### src/rtl/alu_arbiter.sv
// rtl/alu_arbiter.sv - two-requester round-robin front end for a shared combinational ALU
//
// Purpose: grants one of two requesters per operation (round-robin on ties).
// It latches the granted opcode and operands and drives them onto the shared
// ALU for HOLD_CYCLES cycles. It then captures the ALU result and flags and
// returns them through a valid/ready response channel. Illegal opcodes are
// answered directly with an error response and never reach the ALU.
//
// Ports:
//   clk, rst_n                    clock, asynchronous active-low reset
//   reqK_valid/ready              requester K handshake (K = 0, 1)
//   reqK_code/a/b                 requester K opcode (3b) and operands (4b)
//   alu_code/a/b                  drive to the shared ALU (zero when not issuing)
//   alu_out/carry/sign/zero       combinational ALU results
//   rsp_valid/ready               response handshake
//   rsp_id/result/flags/err       response payload, flags = {carry,sign,zero}
//   ops_count                     completed legal operations (wraps at 256)
module alu_arbiter #(
    parameter int HOLD_CYCLES = 1
) (
    input  logic       clk,
    input  logic       rst_n,
    input  logic       req0_valid,
    output logic       req0_ready,
    input  logic [2:0] req0_code,
    input  logic [3:0] req0_a,
    input  logic [3:0] req0_b,
    input  logic       req1_valid,
    output logic       req1_ready,
    input  logic [2:0] req1_code,
    input  logic [3:0] req1_a,
    input  logic [3:0] req1_b,
    output logic [2:0] alu_code,
    output logic [3:0] alu_a,
    output logic [3:0] alu_b,
    input  logic [3:0] alu_out,
    input  logic       alu_carry,
    input  logic       alu_sign,
    input  logic       alu_zero,
    output logic       rsp_valid,
    input  logic       rsp_ready,
    output logic       rsp_id,
    output logic [3:0] rsp_result,
    output logic [2:0] rsp_flags,
    output logic       rsp_err,
    output logic [7:0] ops_count
);

    // A hold of zero is treated as one cycle.
    localparam logic [3:0] HOLD_EFF = (HOLD_CYCLES <= 0) ? 4'd1 : 4'(HOLD_CYCLES);

    typedef enum logic [1:0] {
        IDLE  = 2'd0,
        ISSUE = 2'd1,
        RESP  = 2'd2
    } state_t;

    state_t     state;
    state_t     state_nxt;
    logic       armed;        // low until the first edge after reset release
    logic       last_grant;   // requester served most recently
    logic       grant;
    logic       xfer;
    logic       legal;
    logic       hold_done;
    logic [2:0] sel_code;
    logic [2:0] lat_code;
    logic [3:0] lat_a;
    logic [3:0] lat_b;
    logic [3:0] hold_cnt;

    // On a tie, the requester not served last wins; otherwise the lone valid one.
    assign grant    = (req0_valid && req1_valid) ? ~last_grant : req1_valid;
    assign sel_code = grant ? req1_code : req0_code;
    assign legal    = (sel_code != 3'd0) && (sel_code <= 3'd4);

    assign req0_ready = (state == IDLE) && armed && req0_valid && !grant;
    assign req1_ready = (state == IDLE) && armed && req1_valid && grant;
    assign xfer       = (req0_valid && req0_ready) || (req1_valid && req1_ready);

    assign hold_done = (hold_cnt == HOLD_EFF - 4'd1);

    always_ff @(posedge clk or negedge rst_n) begin
        if (!rst_n) begin
            state <= IDLE;
        end else begin
            state <= state_nxt;
        end
    end

    always_comb begin
        state_nxt = state;
        alu_code  = 3'd0;
        alu_a     = 4'd0;
        alu_b     = 4'd0;
        rsp_valid = 1'b0;
        case (state)
            IDLE: begin
                if (xfer) begin
                    state_nxt = legal ? ISSUE : RESP;
                end
            end
            ISSUE: begin
                alu_code = lat_code;
                alu_a    = lat_a;
                alu_b    = lat_b;
                if (hold_done) begin
                    state_nxt = RESP;
                end
            end
            RESP: begin
                rsp_valid = 1'b1;
                if (rsp_ready) begin
                    state_nxt = IDLE;
                end
            end
            default: state_nxt = IDLE;
        endcase
    end

    always_ff @(posedge clk or negedge rst_n) begin
        if (!rst_n) begin
            armed      <= 1'b0;
            last_grant <= 1'b1;
            lat_code   <= 3'd0;
            lat_a      <= 4'd0;
            lat_b      <= 4'd0;
            hold_cnt   <= 4'd0;
            rsp_id     <= 1'b0;
            rsp_result <= 4'd0;
            rsp_flags  <= 3'd0;
            rsp_err    <= 1'b0;
            ops_count  <= 8'd0;
        end else begin
            armed <= 1'b1;
            if (xfer) begin
                last_grant <= grant;
                rsp_id     <= grant;
                lat_code   <= sel_code;
                lat_a      <= grant ? req1_a : req0_a;
                lat_b      <= grant ? req1_b : req0_b;
                hold_cnt   <= 4'd0;
                if (!legal) begin
                    rsp_result <= 4'd0;
                    rsp_flags  <= 3'd0;
                    rsp_err    <= 1'b1;
                end
            end
            if (state == ISSUE) begin
                if (hold_done) begin
                    rsp_result <= alu_out;
                    rsp_flags  <= {alu_carry, alu_sign, alu_zero};
                    rsp_err    <= 1'b0;
                end else begin
                    hold_cnt <= hold_cnt + 4'd1;
                end
            end
            if ((state == RESP) && rsp_ready && !rsp_err) begin
                ops_count <= ops_count + 8'd1;
            end
        end
    end

endmodule

### config.mk
export PLATFORM = sky130hd
export DESIGN_NAME = alu_arbiter
export DESIGN_NICKNAME = d
export VERILOG_FILES = /design/src/rtl/alu_arbiter.sv
export SDC_FILE = /design/constraint.sdc
export NUM_CORES = 1
export LEC_CHECK = 0
export ABC_AREA = 0
export BUFFER_PORTS_ARGS = -buffer_cell sky130_fd_sc_hd__clkbuf_2
export CAP_MARGIN = 30
export CELL_PAD_IN_SITES_DETAIL_PLACEMENT = 0
export CELL_PAD_IN_SITES_GLOBAL_PLACEMENT = 1
export CORE_MARGIN = 2
export CORE_UTILIZATION = 33
export DETAILED_ROUTE_END_ITERATION = 10
export HOLD_SLACK_MARGIN = 0.12
export PLACE_DENSITY = 0.75
export SYNTH_ARGS = -nofsm -noshare
export SYNTH_HDL_FRONTEND = slang
export SYNTH_SLANG_ARGS = --single-unit
export TNS_END_PERCENT = 1
### constraint.sdc
create_clock -name clk -period 1.39 [get_ports clk]
set_input_delay 0 -clock clk [delete_from_list [all_inputs] [get_ports clk]]
set_output_delay 0 -clock clk [all_outputs]
set_load 0.01 [all_outputs]
==> results of run 1 <==
layout make-up:
type / instances / area share, %
Clock buffer: 5 / 2.40
Clock inverter: 3 / 1.48
Inverter: 2 / 0.262
Multi-Input combinational cell: 120 / 30.3
Sequential cell: 36 / 31.5
Tap cell: 70 / 3.06
Timing Repair Buffer: 123 / 31.0
worst max-delay path: cells and delay by family, from the launching register on:
| kind | cells | cell delay, ps |
|---|---|---|
| flops | 1 | 410 |
| buf+inv | 3 | 400 |
| simple gates | 3 | 390 |
synth_stat cells, types with 2 or more instances:
library cell / instances / share of area [%]
a21o_1: 3 / 1.3
a21oi_1: 2 / 0.57
and2_1: 12 / 4.3
clkbuf_1: 3 / 0.64
dfrtp_1: 35 / 50
ha_1: 3 / 2.1
inv_1: 2 / 0.43
mux2i_1: 19 / 11
nand2_1: 18 / 3.9
nand2b_1: 3 / 1.1
nand3_1: 4 / 1.1
nand4_1: 2 / 0.71
nor2_1: 9 / 1.9
nor2b_1: 2 / 0.71
nor3_1: 2 / 0.57
o21ai_0: 14 / 4.0
o21ai_1: 2 / 0.57
or3_1: 2 / 0.71
xnor2_1: 6 / 3.0
xor2_1: 2 / 1.0
flip-flops by register name, indices dropped and copies added (netlist names):
signal	cells
rsp_result	4
rsp_id	1
state	2
rsp_err	1
ops_count	8
lat_a	4
lat_code	3
armed	1
last_grant	1
rsp_flags	3
lat_b	4
hold_cnt	4
per-stage QoR:
stage	TNS, ps	util [%]	instances
6_report	-707	56.1	359
5_1_grt	-2780	56.1	359
4_1_cts	-1450	53.8	353
3_5_place_dp	-608	45.1	313
3_3_place_gp	-170	45.1	313
2_1_floorplan	-243	-	163
placed cells by master, fill, tap and decap left out, drive strengths merged, types with 2 or more instances in the layout:
cell,instances
clkbuf,56
buf,39
dfrtp,35
dlygate4sd3,33
mux2i,19
nand2,18
o21ai,17
and2,12
nor2,9
xnor2,6
a21o,4
nand3,4
nand2b,3
ha,3
inv,2
nor3,2
a21oi,2
nand4,2
xor2,2
or3,2
and3,2
nor2b,2
worst paths after layout:
check	from	end	slack, ps	depth (start not counted)
worst max-delay path	state[0]$_DFFE_PN0P_	req0_ready	-90	6
worst min-delay path	req0_valid	rsp_id$_DFFE_PN0P_	170	4
worst max register to register	hold_cnt[1]$_DFF_PN0_	rsp_flags[1]$_DFF_PN0_	-80	7
worst min register to register	lat_a[2]$_DFFE_PN0P_	lat_a[2]$_DFFE_PN0P_	470	2
max in group asynchronous	rst_n	last_grant$_DFFE_PN1P_	630	3
min in group asynchronous	rst_n	ops_count[7]$_DFFE_PN0P_	180	2
metal layers:
metal / wire length, um / up-vias
met5: 0 / -
met4: 55 / 0
met3: 185 / 5
met2: 2210 / 48
met1: 1890 / 735
li1: - / 813
report_power, final:
part,leakage (uW),internal [uW],total [uW],switching [uW]
clock network,0.0000541,530,908,378
registers,0.000463,1410,1630,214
logic,0.000982,915,1710,793
timing repair:
| item | in CTS | in global routing |
|---|---|---|
| endpoints found under the setup margin | 22 | 35 |
| hold buffers | 31 | 2 |
| endpoints found under the hold margin | 55 | 1 |
| gates cloned | 0 | 1 |
| setup buffers | 1 | 3 |
| pin swaps | 2 | 9 |
| resized for setup | 7 | 30 |
cells by family (layout without fill, tap and decap cells):
| kind of cell | after synthesis | count (layout) | synth area share (%) |
|---|---|---|---|
| compound gates | 28 | 28 | 10.4 |
| xor+xnor | 8 | 8 | 4.00 |
| fa+ha+maj | 3 | 3 | 2.14 |
| buf+inv | 7 | 133 | 1.79 |
| flops | 36 | 36 | 51.5 |
| mux | 20 | 20 | 11.5 |
| other cells | 1 | 1 | 0.214 |
| simple gates | 60 | 60 | 18.4 |
==> flow_summary.ini, run 1 <==
[floorplan]
ios = 65
die_h_um = 76.8
die_area_um2 = 5900
num_rows = 26
die_width_um = 76.8
core_um2 = 5110
start_util_pct = 34.3

[grt]
grt_pass1_vias = 1597
grt_max_degree = 25
antenna_found_initial = 0
gr-usage-met3_pct = 3.41
overflow = 0
met1_usage_pct = 17.6
busiest_layer = met2
grt_pass1_wl_um = 6980
grt_use_met2_pct = 26.9
track_usage_pct = 15.0

[setup_path]
cp_data_arrival_time_ps = 1480
crit_chain = nor3b_2 > buf_4 > buf_6 > nand2_4 > nor2_2 > buf_2
worst_ep_required_time_ps = 1390
slowest_stage = dfrtp_1
crit_path_max_fanout = 4
worst_setup_path_start_kind = flip-flop
path_class = flip-flop to output port
cp-end-kind = output port
critPathMaxStageDelay_ps = 410

[synthesis]
yosys_warnings = 0
synthFlopType = dfrtp_1
syn-cell-area_um2 = 1750
netlist_instances = 163
ys_seq_area_share_pct = 51.5
syn-num-nets = 200
syn_area_per_cell_um2 = 10.7
ys_ff_latch = 36
ys_async_sr_fraction_pct = 100
synth_edf_count = 0
synth_cell_types = 38

[placed_design]
dp_slack_ps = -86.7
placed_cell_area_um2 = 2300
port_buffers = 64
hpwl_um = 2860
gp_congestion = 0.747

[finish]
fin_nets = 325
stdcell_area_um2 = 2870
drive_gt1_share_pct = 40.8
regArea_um2 = 902
fillers = 482
multi_input_area_um2 = 870
antennaDiodeCount = 0
synthToLayoutAreaGrowth_pct = 63.7

[outcome]
outcome = finished, violations left
violations = setup timing

[hold_path]
hold_class = primary input to flip-flop

[sta]
worst_hold_slack_ps = 165
rsz0062_at_grt = yes
final-setup-viol-count = 20
final_max_slew_viol_count = 0
layout_setup_ws_ps = -88.2
finalClockSkew_ps = 6.91
period_share_pct = 106
hold_viol = 0
period_minus_slack_ps = 1480
clock.fmax_mhz = 677

[power]
power.density_nw_per_um2 = 1480
finalPower_uw = 4240
peakVddDrop_v = 0.000575
p_leak_uw = 0.00150

[routing]
avgRoutedWirePerCell_um = 12.1
antenna_left = 0
viasPerCell = 4.46
drtIter0Drc = 20
wirelength_um = 4340
num_vias = 1601
firstDrtPassIters = 4
drcViolationCount = 0

[clocking]
numClockSinks = 36
cts_tree = yes
clkTransAtPathRegs_ps = 70
clk_latency_ps = 290
htree_levels = 2
cts-root-buf = clkbuf_8
clock_path_buffers = 2
cts_inserted_buffers = 5

[flow_run]
cap_violations = 0
(Power assumes the default switching activity.)
==> run 2: changes to the inputs <==
Settings changed: CORE_ASPECT_RATIO set to 0.7.
==> run 2 against run 1 <==
Effect of this change:
- the flow still finishes with violations (setup timing)
- register-to-register slack barely moved
- global-route usage fell by 0.47 points
- count of clock-buffer cells in the layout rose by 1
- final cell count decreased by 0.28%
- flip-flop and latch count unchanged
- clock power fell by 13%
- first-iteration DRC count down 5.0%
- sequential share of layout area rose by 0.65 points
- critical path type is now flip-flop to flip-flop
==> flow_summary.ini, run 2 (synthesis results as in run 1) <==
[grt]
antenna_found_initial = 0
overflow = 0
grt_max_degree = 37
grt_use_met2_pct = 24.6
busiest_layer = met2
met1_usage_pct = 18.0
gr-usage-met3_pct = 3.60
grt_pass1_vias = 1515
grt_pass1_wl_um = 6720
track_usage_pct = 14.5

[finish]
drive_gt1_share_pct = 39.2
largest_register = ops_count
stdcell_area_um2 = 2810
largest_register_ffs = 8
layout_common_cells = 60 x clkbuf_2, 34 x dfrtp_1, 34 x dlygate4sd3_1, 19 x mux2i_1, 16 x nand2_1
regArea_um2 = 903
fillers = 521
multi_input_area_um2 = 847
synthToLayoutAreaGrowth_pct = 60.6
final_common_cell = clkbuf_2
final_core_util_pct = 54.3
antennaDiodeCount = 0
fin_nets = 322

[power]
p_leak_uw = 0.00146
finalPower_uw = 4020
power.density_nw_per_um2 = 1430
peakVddDrop_v = 0.000705

[clocking]
cts_tree = yes
clock_path_buffers = 2
clk_latency_ps = 290
cts_inserted_buffers = 5
numClockSinks = 36
clkTransAtPathRegs_ps = 70
htree_levels = 2
cts-root-buf = clkbuf_8

[sta]
layout_setup_ws_ps = -83.4
final_max_slew_viol_count = 0
period_minus_slack_ps = 1470
final-setup-viol-count = 11
rsz0062_at_grt = yes
clock.fmax_mhz = 679
hold_viol = 0
finalClockSkew_ps = 7.18
period_share_pct = 106
worst_hold_slack_ps = 164

[setup_path]
worst_r2r_path_depth = 5
path_class = flip-flop to flip-flop
crit_path_max_fanout = 5
worst_setup_path_start_kind = flip-flop
cp_data_arrival_time_ps = 1650
cp-end-kind = flip-flop
worst_ep_required_time_ps = 1570

[outcome]
violations = setup timing
outcome = finished, violations left

[floorplan]
die_width_um = 91.1
num_rows = 22
ios = 65
die_area_um2 = 5910
start_util_pct = 33.8
die_h_um = 64.9
core_um2 = 5170

[routing]
drcViolationCount = 0
wirelength_um = 4140
num_vias = 1556
antenna_left = 0
viasPerCell = 4.35
avgRoutedWirePerCell_um = 11.6
drtIter0Drc = 19
firstDrtPassIters = 4

[placed_design]
placed_cell_area_um2 = 2280
dp_slack_ps = -126
port_buffers = 64
hpwl_um = 2700
gp_congestion = 0.729

[hold_path]
hold_class = primary input to flip-flop
holdPathStages = 3

[flow_run]
cap_violations = 0
## run 2: cell types whose count changed in the layout (fill, tap and decap cells not counted), sizes merged
cell	previous run	this run
bufinv	1	0
clkinv	1	0
dlygate4sd3	33	34
buf	39	26
clkbuf	56	66
clkinvlp	1	2
## run 2: worst paths after layout
kind	from	to	slack, ps
max	state[1]$_DFFE_PN0P_	rsp_result[3]$_DFF_PN0_	-80
min	req0_valid	hold_cnt[1]$_DFF_PN0_	160
max reg2reg	state[1]$_DFFE_PN0P_	rsp_result[3]$_DFF_PN0_	-80
min reg2reg	ops_count[7]$_DFFE_PN0P_	ops_count[7]$_DFFE_PN0P_	470
max in group asynchronous	rst_n	state[1]$_DFFE_PN0P_	760
min in group asynchronous	rst_n	rsp_result[0]$_DFF_PN0_	280
## run 2: cell type report
class                      instances  share of cell area, %
sequential                        36                   32.1
timing repair buffer             120                   30.8
multi-input combinational        120                   30.1
tap                               72                   3.20
clock buffer                       6                   2.94
clock inverter                     2                  0.534
inverter                           2                  0.267
## run 2: layer usage
| layer | wire length (um) | share of wire [%] |
|---|---|---|
| met1 | 1890 | 46 |
| met2 | 2050 | 50 |
| met3 | 174 | 4.2 |
| met4 | 27 | 0.65 |
| met5 | 0 | 0 |
## run 2: report_power, final
group | internal (uW) | switching, uW | total, uW
combinational | 850 | 733 | 1580
sequential | 1420 | 234 | 1650
clock | 401 | 385 | 786
## run 2: per-stage QoR
| stage | cells | setup TNS, ps |
|---|---|---|
| 3_5_place_dp | 313 | -772 |
| 6_report | 358 | -569 |
| 3_3_place_gp | 313 | -356 |
| 2_1_floorplan | 163 | -243 |
| 4_1_cts | 357 | -1530 |
| 5_1_grt | 358 | -2330 |
## run 2: critical path, cell delays in order, from the launching register on
cell      delay (ps)
dfrtp_2          450
nand2b_1         170
or3_4            390
buf_6            150
mux2i_1          150
nor2_1            60
## run 2: timing repair
action / in CTS / in global routing
buffers inserted: 2 / 0
endpoints found under the setup margin: 22 / 41
pin swaps: 1 / 2
hold endpoints to repair: 57 / 1
hold buffers: 33 / 1
gates resized for setup: 7 / 21
gates cloned: 1 / 0
==> run 3: changes to the inputs <==
Clock period 1.39 ns to 1.2 ns, I/O delays scaled along.
==> run 3 against run 2 <==
Effect of this change:
- the run still ends with setup timing left
- count of clock-buffer cells in the layout stayed put
- final cell count is 2.5% higher
- first-iteration DRC count is 68% higher
- critical path type is now flip-flop to output port
- critical path depth is 1 higher
- cell area is 6.0% higher
- critical endpoint is now alu_a[3]
==> flow_summary.ini, run 3 (synthesis results as in run 1) <==
[outcome]
outcome = finished, violations left
violations = setup timing

[routing]
routedLengthMet1_um = 2020
num_vias = 1597
antenna_left = 0
highest_layer = met4
route.met2.wl_um = 2160
viasPerCell = 4.35
drtIter0Drc = 32
firstDrtPassIters = 4
avgRoutedWirePerCell_um = 11.9
met3WireLength_um = 179
wirelength_um = 4370
drcViolationCount = 0

[setup_path]
worst_setup_path_start_kind = flip-flop
reg2reg_from = state[1]$_DFFE_PN0P_
cp-end-kind = output port
r2r_setup_slack_ps = -250
reg2reg_to = rsp_err$_DFF_PN0_
worst_r2r_path_depth = 4
crit_path_max_fanout = 5
worst_ep_required_time_ps = 1200
cp_data_arrival_time_ps = 1470
path_class = flip-flop to output port

[power]
p_comb_share_pct = 43.3
power.density_nw_per_um2 = 1640
p_leak_uw = 0.00154
p_clk_share_pct = 17.4
peakVddDrop_v = 0.000984
power.internal_uw = 3240
power_switching_uw = 1650
power_switching_share_pct = 33.8
seq_power_share_pct = 39.2

[grt]
overflow = 0
grt_pass1_wl_um = 7340
grt_max_degree = 25
track_usage_pct = 15.7
grt_pass1_vias = 1575
antenna_found_initial = 0

[placed_design]
gp_congestion = 0.745
hpwl_um = 2840
port_buffers = 64
placed_cell_area_um2 = 2370
dp_slack_ps = -268

[sta]
hold_viol = 0
final_max_slew_viol_count = 0
fin_setup_tns_ps = -7160
rsz0062_at_grt = yes
period_share_pct = 122
clock.fmax_mhz = 680
finalClockSkew_ps = 11.1
final-setup-viol-count = 47
period_minus_slack_ps = 1470
layout_setup_ws_ps = -270

[clocking]
numClockSinks = 36
clkTransAtPathRegs_ps = 70
cts_tree = yes
cts_inserted_buffers = 5
cts-root-buf = clkbuf_8
htree_levels = 2
clock_path_buffers = 2
clk_latency_ps = 290

[finish]
stdcell_area_um2 = 2980
final_core_util_pct = 57.6
layout_common_cells = 52 x clkbuf_2, 34 x dfrtp_1, 31 x dlygate4sd3_1, 24 x buf_4, 19 x mux2i_1
final_common_cell = clkbuf_2
synthToLayoutAreaGrowth_pct = 70.3
largest_register = ops_count
drive_gt1_share_pct = 44.7
fin_nets = 331
largest_register_ffs = 8
antennaDiodeCount = 0

[floorplan]
core_um2 = 5170
start_util_pct = 33.8
ios = 65
die_area_um2 = 5910
num_rows = 22
die_width_um = 91.1
die_h_um = 64.9

[flow_run]
cap_violations = 0

[hold_path]
holdPathStages = 4
hold_class = primary input to flip-flop
worstHoldStart = req1_code[1]
whs_endpoint = lat_code[1]$_DFFE_PN0P_
-- run 3: changes by cell type in the layout (fill, tap and decap cells not counted), moves of 4 or more --
cell and delta:
buf_4 +11, clkbuf_2 -8, and2_1 -7, and2_4 +7, buf_6 +5, o21ai_0 -5
o21ai_1 +4
-- run 3: final cells by class --
type / count / area [um^2]
clock inverter: 2 / 16.3
multi-input combinational: 120 / 881
tap: 72 / 90.1
clock buffer: 6 / 72.6
sequential: 36 / 903
timing repair buffer: 129 / 1010
fill: 490 / 2190
inverter: 2 / 7.51
-- run 3: worst max path at each step --
| stage | from | to | slack, ps | cells past startpoint |
|---|---|---|---|---|
| floorplan | hold_cnt[0]$_DFF_PN0_ | rsp_err$_DFF_PN0_ | -230 | 6 |
| global placement | hold_cnt[1]$_DFF_PN0_ | rsp_err$_DFF_PN0_ | -250 | 6 |
| detailed placement | hold_cnt[1]$_DFF_PN0_ | rsp_err$_DFF_PN0_ | -270 | 6 |
| CTS | state[0]$_DFFE_PN0P_ | alu_a[3] | -290 | 6 |
| global route | state[0]$_DFFE_PN0P_ | req0_ready | -340 | 6 |
| finish | state[0]$_DFFE_PN0P_ | alu_a[3] | -270 | 6 |
-- run 3: critical path: stages, from the launching register on --
cell     delay [ps]
dfrtp_1         430
buf_6           140
nor2b_4         120
buf_6           130
buf_12          120
and2_4          130
buf_8           110
-- run 3: power groups by stage --
stage	registers [uW]	logic [uW]	clock network [uW]
after floorplan	1970	847	0
after global placement	1890	1680	0
after detailed placement	1900	1720	0
after CTS	1900	1960	874
after global routing	1970	2340	943
final	1920	2120	853
-- run 3: through the flow --
| stage | hold slack, ps | power [uW] | std cells |
|---|---|---|---|
| floorplan | -296 | 2810 | 163 |
| global placement | -42.9 | 3580 | 322 |
| detailed placement | -39.0 | 3610 | 322 |
| CTS | 135 | 4740 | 366 |
| global route | 171 | 5250 | 367 |
| finish | 119 | 4890 | 367 |
-- run 3: what timing repair did --
item / 4_1_cts / 5_1_grt
endpoints found under the hold margin: 57 / 0
resized for setup: 26 / 36
pin swaps: 16 / 4
setup endpoints to repair: 45 / 49
hold buffers: 31 / 0
buffers inserted: 4 / 1
cloned: 1 / 0
-- run 3: routing by layer --
layer	vias to the layer above	global-route usage, %
met5	-	0
met3	2	3.95
li1	824	-
met4	0	3.98
met2	36	25.3
met1	735	21.4
